<file path="config.mk">
export PLATFORM = sky130hd
export DESIGN_NAME = mult_seq_gen
export DESIGN_NICKNAME = d
export VERILOG_FILES = /design/src/rtl/mult_pkg.sv /design/src/rtl/mult_sign_conv.sv /design/src/rtl/mult_seq_gen.sv
export SDC_FILE = /design/constraint.sdc
export NUM_CORES = 1
export LEC_CHECK = 0
export ABC_CLOCK_PERIOD_IN_PS = 5910
export CAP_MARGIN = 20
export CORE_ASPECT_RATIO = 0.5
export CORE_MARGIN = 8
export CORE_UTILIZATION = 60
export CTS_CLUSTER_SIZE = 20
export DETAILED_ROUTE_END_ITERATION = 6
export PLACE_DENSITY = 0.82
export SYNTH_ARGS = -nofsm -noshare
export SYNTH_HDL_FRONTEND = slang
export SYNTH_SLANG_ARGS = --single-unit
</file>
<file path="constraint.sdc">
create_clock -name CLK -period 5.91 [get_ports CLK]
set_clock_uncertainty 0.05 [all_clocks]
set_input_delay 1.4775 -clock CLK [delete_from_list [all_inputs] [get_ports CLK]]
set_output_delay 1.4775 -clock CLK [all_outputs]
set_load 0.01 [all_outputs]
</file>
<file path="src/rtl/mult_pkg.sv">
// Shared types and mode encodings for the sequential shift-add multiplier.
// Latency: none (declarations only).
// Backpressure: not applicable.
package mult_pkg;

  typedef enum logic [1:0] {
    IDLE = 2'd0,
    CALC = 2'd1,
    DONE = 2'd2
  } mult_state_t;

  localparam logic MODE_UNSIGNED = 1'b0;
  localparam logic MODE_SIGNED   = 1'b1;

endpackage

</file>
<file path="src/rtl/mult_sign_conv.sv">
// Conditional two's-complement negate: dout = neg ? -din : din.
// Latency: combinational, zero cycles.
// Backpressure: none; pure function of its inputs.
module mult_sign_conv #(
  parameter int N = 32
) (
  input  logic [N-1:0] din,
  input  logic         neg,
  output logic [N-1:0] dout
);

  assign dout = neg ? (~din + N'(1)) : din;

endmodule

</file>
<file path="src/rtl/mult_seq_gen.sv">
// Sequential shift-add multiplier, one multiplier bit per cycle, signed/unsigned per transaction.
// Latency: WIDTH cycles accept-to-OUT_VALID (EARLY_TERM=1: 1 + msb index of |B|, min 1).
// Backpressure: IN_READY only in IDLE; product held in DONE until OUT_READY.
module mult_seq_gen
  import mult_pkg::*;
#(
  parameter int WIDTH      = 32,
  parameter bit EARLY_TERM = 1'b0
) (
  input  logic                 CLK,
  input  logic                 RST_N,
  input  logic                 SCLR,
  input  logic                 IN_VALID,
  output logic                 IN_READY,
  input  logic                 SIGNED,
  input  logic [WIDTH-1:0]     A,
  input  logic [WIDTH-1:0]     B,
  output logic                 OUT_VALID,
  input  logic                 OUT_READY,
  output logic [2*WIDTH-1:0]   P
);

  localparam int PW = 2 * WIDTH;
  localparam int CW = $clog2(WIDTH);

  mult_state_t state, state_nxt;

  // mcand is kept pre-shifted so that in each CALC cycle it equals |A| << cnt
  logic [PW-1:0]    mcand;
  logic [PW-1:0]    acc;
  logic [PW-1:0]    acc_nxt;
  logic [PW-1:0]    p_fin;
  logic [WIDTH-1:0] mplier;
  logic [WIDTH-1:0] mplier_shr;
  logic [WIDTH-1:0] a_abs;
  logic [WIDTH-1:0] b_abs;
  logic [CW-1:0]    cnt;
  logic             neg;
  logic             signed_mode;
  logic             neg_in;
  logic             accept;
  logic             last;

  assign signed_mode = (SIGNED == MODE_SIGNED);
  assign neg_in      = signed_mode & (A[WIDTH-1] ^ B[WIDTH-1]);
  assign accept      = IN_VALID && (state == IDLE);

  // |-2^(W-1)| wraps to 2^(W-1), which is correct when read as unsigned
  mult_sign_conv #(.N(WIDTH)) u_abs_a (
    .din  (A),
    .neg  (signed_mode & A[WIDTH-1]),
    .dout (a_abs)
  );

  mult_sign_conv #(.N(WIDTH)) u_abs_b (
    .din  (B),
    .neg  (signed_mode & B[WIDTH-1]),
    .dout (b_abs)
  );

  assign acc_nxt    = acc + (mplier[0] ? mcand : '0);
  assign mplier_shr = mplier >> 1;
  assign last       = (cnt == CW'(WIDTH - 1)) || (EARLY_TERM && (mplier_shr == '0));

  // Sign is applied to the accumulator value of the final CALC cycle; -0 is 0
  mult_sign_conv #(.N(PW)) u_prod (
    .din  (acc_nxt),
    .neg  (neg),
    .dout (p_fin)
  );

  // State register; SCLR overrides everything
  always_ff @(posedge CLK or negedge RST_N) begin
    if (!RST_N)     state <= IDLE;
    else if (SCLR)  state <= IDLE;
    else            state <= state_nxt;
  end

  // Next-state and handshake outputs
  always_comb begin
    state_nxt = state;
    IN_READY  = 1'b0;
    OUT_VALID = 1'b0;
    case (state)
      IDLE: begin
        IN_READY = 1'b1;
        if (IN_VALID) state_nxt = CALC;
      end
      CALC: begin
        if (last) state_nxt = DONE;
      end
      DONE: begin
        OUT_VALID = 1'b1;
        if (OUT_READY) state_nxt = IDLE;
      end
      default: state_nxt = IDLE;
    endcase
  end

  // Datapath: latch operands on accept, shift-add in CALC, register product on exit
  always_ff @(posedge CLK or negedge RST_N) begin
    if (!RST_N) begin
      mcand  <= '0;
      mplier <= '0;
      acc    <= '0;
      cnt    <= '0;
      neg    <= 1'b0;
      P      <= '0;
    end else if (SCLR) begin
      mcand  <= '0;
      mplier <= '0;
      acc    <= '0;
      cnt    <= '0;
      neg    <= 1'b0;
      P      <= '0;
    end else if (accept) begin
      mcand  <= {{WIDTH{1'b0}}, a_abs};
      mplier <= b_abs;
      acc    <= '0;
      cnt    <= '0;
      neg    <= neg_in;
    end else if (state == CALC) begin
      acc    <= acc_nxt;
      mcand  <= mcand << 1;
      mplier <= mplier_shr;
      cnt    <= cnt + CW'(1);
      if (last) P <= p_fin;
    end
  end

endmodule

</file>
## Word level (Yosys, flattened, before mapping)

Index checks and enable logic that the tools add are counted.

- Flip-flop bits (word level): 232
- Output and inout bits: 66
- Input bits: 70

- Eq/ne operators: 7
- Add/sub/neg operators: 5
- Bitwise logic cells: 7
- Multiplexer cells: 29
- Reduce and logical (&&, ||, !) cells: 8

Operator list:

| kind | count |
|---|---|
| $mux W64 | 12 |
| $mux W32 | 5 |
| $add A32 B1 Y32 const B | 2 |
| $add A64 B1 Y64 const B | 1 |
| $add A64 B64 Y64 | 1 |
| $not A32 Y32 | 2 |
| $not A64 Y64 | 1 |
| $mux W5 | 3 |
| $ne A3 B3 Y1 const B | 3 |
| $mux W2 | 4 |
| $pmux W2 S3 | 1 |
| $reduce_and A3 Y1 | 2 |
| $reduce_bool A2 Y1 | 3 |
| $add A5 B1 Y5 const B | 1 |
| $eq A5 B5 Y1 const B | 1 |
| $mux W1 | 4 |
| $and A1 B1 Y1 | 3 |
| $reduce_bool A3 Y1 | 1 |
| $eq A2 B1 Y1 const B | 1 |
| $eq A2 B2 Y1 const B | 1 |
| $logic_not A2 Y1 | 1 |
| $ne A2 B2 Y1 const B | 1 |
| $logic_and A1 B1 Y1 | 1 |
| $xor A1 B1 Y1 | 1 |

## Logic depth before layout (Yosys ltp)

- Word-level depth: 9
- Mapped depth: 18
- Mapped depth without buffers: 16

## Hierarchy

Synthesis repeated with hierarchy kept, for this count alone.

- Cell total of the unflattened synthesis: 1826
- Area, all modules: 16464.5 um^2

By module, submodules not included:

| module | times used | area an instance (um^2) | cells each | seq. area each (um^2) |
|---|---|---|---|---|
| mult_seq_gen | 1 | 13380.3 | 1431 | 5805.6 |
| mult_sign_conv at u_abs_a ... | 2 | 777.0 | 99 | 0.0 |
| mult_sign_conv at u_prod | 1 | 1530.2 | 197 | 0.0 |

## Worst setup path after synthesis

Ideal clock, no wire load.

- Kind: flip-flop to flip-flop
- Start point: register mplier[0]
- End point: register P[61]
- Slack: 1.458 ns
- Data required time: 5.734 ns
- Stages on the path, launching flop included: 17
- Clock period less this slack: 4.452 ns
- Buffers on the path: 2
- Arrival time: 4.276 ns
- Cell sequence: dfrtp_1 clkbuf_1 clkbuf_1 nand2_1 fa_1 nor2b_4 o311a_1 o211a_1 o21ai_1 a21o_1 o311ai_0 xor2_1 nor4_1 nand4bb_1 o31a_1 a31o_1 a221o_1

- Cells in the longest elaborated chain, start to end: 9

Ends and longest elaborated chain:

| item | RTL line | source |
|---|---|---|
| start, declared | mult_seq_gen.sv:33 | `logic [WIDTH-1:0] mplier;` |
| start signal, assigned | mult_seq_gen.sv:118 | `mplier <= b_abs;` |
| start signal, assigned | mult_seq_gen.sv:125 | `mplier <= mplier_shr;` |
| $mux W64 (*) | mult_seq_gen.sv:61 | `assign acc_nxt = acc + (mplier[0] ? mcand : '0);` |
| $add A64 B64 Y64 (*) | mult_seq_gen.sv:61 |  |
| $not A64 Y64 | mult_sign_conv.sv:12 | `assign dout = neg ? (~din + N'(1)) : din;` |
| $add A64 B1 Y64 | mult_sign_conv.sv:12 |  |
| $mux W64 (*) | mult_sign_conv.sv:12 |  |
| $mux W64 (*) | mult_seq_gen.sv:127 | `if (last) P <= p_fin;` |
| $mux W64 (*) | mult_seq_gen.sv:122 | `end else if (state == CALC) begin` |
| $mux W64 (*) | mult_seq_gen.sv:116 | `end else if (accept) begin` |
| $mux W64 (*) | mult_seq_gen.sv:109 | `end else if (SCLR) begin` |
| end signal, assigned | mult_seq_gen.sv:127 |  |
| end, declared | mult_seq_gen.sv:20 | `output logic [2*WIDTH-1:0] P` |

Mark *: on every way between the ends. The rest lies on a longest branch, timed or not. The select of a mux whose other input is x is not followed.
A chain may end at the register's enable or synchronous reset.

## Worst setup path after layout

Same ends and word-level chain as after synthesis.

==> summary.txt <==
status = complete, but fails checks
Worst Setup End Kind = register
fraction of registers with async set/reset = 100.0%
Hold EP = P[44]$_DFFE_PN0P_
Critical Path AT = 5.72 ns
Post-synth EDFFs = 0
GR met3 Demand/Resource = 6.859%
Hold Crit Start = P[44]$_DFFE_PN0P_
Pre-antenna DRT Iters = 7
Post-Synthesis Cells = 1940
number of CTS-inserted buffers = 22
Setup TNS = 0 ns
failing checks = design-rule violations
distinct cell type count after synthesis = 90
met1 usage = 42.67%
vias = 15494
Die ar. = 33180 um2
Residual DRC = 1
area of the multi-input gates = 10070 um2
RR Startpoint = mplier[0]$_DFFE_PN0P_
reg-to-reg slack, setup = 0.60 ns
synth top area cells = dfrtp_1 (35%), o21ai_0 (6.4%), nand2_1 (5.4%)
Worst-Skew Late Latency = 0.53 ns
routability cong. = 0.9759
# setup viols final = 0
site row count = 42
core area = 26640 um2
Via density = 6.507
CP Launch Type = register
DP Cell Count = 2342
fillers = 2154
worst hold path depth = 2
Synth Area per Inst = 8.447 um2
fin. max-slew vios = 0
DPL Wire Length = 37.00 mm
top cell type's share of synthesized area = 35.43%
maximum VDD drop = 0.1909 mV
number of nets with antenna violations after routing = 0
Tcrit/Tclk final = 89.89%
critical path fanouts, max = 65
Top Usage Layer GRT = met2
CTS tree = built
DIE HEIGHT = 132.9 um
leading area contributor after synthesis = dfrtp_1
#FFs+latches synth = 232
register clock-pin slew on the reported worst setup and hold paths = 0.07 ns
DRT iter0 DRCs = 1577
Slew headroom = 38.75%
drt total wl = 50.19 mm
yosys warns = 0
antenna violations before repair = 0
CTS Buffer Depth = 3
FF+latch area = 5807 um2
commonest non-fill, non-tap cells in the layout = nand2_1 (235), dfrtp_1 (231), o21ai_0 (211)
GR Util met2 = 43.62%
maxcap violations = 0
critical path class = register to register
# port buffers = 135
RSZ-0062 raised after global routing = false
FF-to-FF path depth = 15
top_reg_cell synth = dfrtp_1
Post-CTS Setup Bufs = 0
leakage = 8.180 nW
Die Wd = 249.7 um
Hold Buf Count CTS = 0
GR Util All Layers = 29.20%
drt wl/cell = 21.08 um
largest net degree at the start of global routing = 108
worst slew pin tran = 0.9167 ns
diode count = 0
cts repair resizes = 0
Final Net Count = 2155
Area Overhead vs Synth = 14.81%
Initial Util = 61.51%
final hold violation count = 0
root buf cell = clkbuf_16
Seq/Total Area, Yosys = 35.43%
Reg-to-Reg End = P[61]$_DFFE_PN0P_
Highest Clock Rate = 188.2 MHz
GRT Residual Overflow = 0
Req. time, crit path = 6.32 ns
fin crit period = 5.313 ns
vias in the first global route = 14677
first-pass GRT wire length = 80.33 mm
I/O pin count = 136
most common cell after layout, fill and taps aside = nand2_1
mapped cell area = 16390 um2
HP Class = register to register
share of cells above drive strength 1 = 4.978%
Layout Cells excl Fill = 2381
htree depth = 1
Power Density = 201.7 nW/um2
Syn Nets = 2079
Clock Sink Count = 232
sequential cells by signal (all words and copies together) (netlist names):
name    cells
mplier     32
state       2
cnt         5
mcand      64
acc        64
P          64
neg         1
worst max-delay path by stage:
stage	endpoint	depth (start not counted)	startpoint	slack, ns
CTS	P[61]$_DFFE_PN0P_	15	mplier[0]$_DFFE_PN0P_	0.80
detailed placement	P[61]$_DFFE_PN0P_	17	mplier[0]$_DFFE_PN0P_	0.86
floorplan	P[61]$_DFFE_PN0P_	16	mplier[0]$_DFFE_PN0P_	1.46
global route	P[61]$_DFFE_PN0P_	17	mplier[0]$_DFFE_PN0P_	0.41
finish	P[61]$_DFFE_PN0P_	15	mplier[0]$_DFFE_PN0P_	0.60
global placement	P[61]$_DFFE_PN0P_	14	mplier[0]$_DFFE_PN0P_	0.91
area by class of cell:
class                   count  share of cell area [%]
multi-input cells        1566                   53.53
flip-flops and latches    232                   30.86
repair buffers            159                   8.512
clock buffers              31                   3.485
well taps                 352                   2.341
inverters                  35                  0.6983
clock inverters             6                  0.5719
per-stage QoR:
step | hold slack, ns | power [W] | util (%) | setup slack [ns] | instance area, um2
6_report | 0.4282 | 0.003794 | 70.62 | 0.5974 | 18810
5_1_grt | 0.4573 | 0.003925 | 70.62 | 0.4118 | 18810
4_1_cts | 0.4342 | 0.003789 | 70.41 | 0.8031 | 18760
3_5_place_dp | 0.4200 | 0.002267 | 67.54 | 0.8612 | 18000
3_3_place_gp | 0.4112 | 0.002259 | 67.54 | 0.9082 | 18000
2_1_floorplan | 0.4063 | 0.002030 | - | 1.458 | 16390
kinds of logic after synthesis:
logic type | Yosys count | synth area share, %
compound gates | 686 | 27.58
mux | 5 | 0.3054
xor+xnor | 161 | 8.697
flops | 232 | 35.43
simple gates | 645 | 19.39
buf+inv | 142 | 3.291
fa+ha+maj | 69 | 5.314
synth_stat cells (all sizes together), types with 27 or more instances:
cell,count
nand2,235
dfrtp,232
o21ai,226
a21oi,144
nor2,136
clkbuf,95
a22o,85
xnor2,84
and2,80
xor2,77
ha,68
nand4,38
inv,34
nor3,34
a22oi,31
a21o,30
o31ai,27
power by group:
part           switching (W)  internal, W
registers          0.0000397      0.00163
clock network       0.000636     0.000901
logic               0.000383     0.000202
worst max-delay path: stages, from the launching register on:
cell and delay (ns):
dfrtp_1 0.40, buf_12 0.18, and2_1 0.18, ha_1 0.41
a21oi_1 0.30, o21ai_0 0.25, a221o_1 0.41, or3_1 0.51
xor2_1 0.27, a21oi_1 0.25, o21ai_1 0.23, nor4b_4 0.56
nand2_1 0.25, a2111oi_0 0.65, a31o_1 0.23, a221o_1 0.10
per-layer routing:
layer | vias up | wire, um
met5 | - | 0
met4 | 0 | 1078
met3 | 80 | 4560
met2 | 698 | 21440
met1 | 7504 | 23120
li1 | 7212 | -
(Power assumes the default switching activity.)
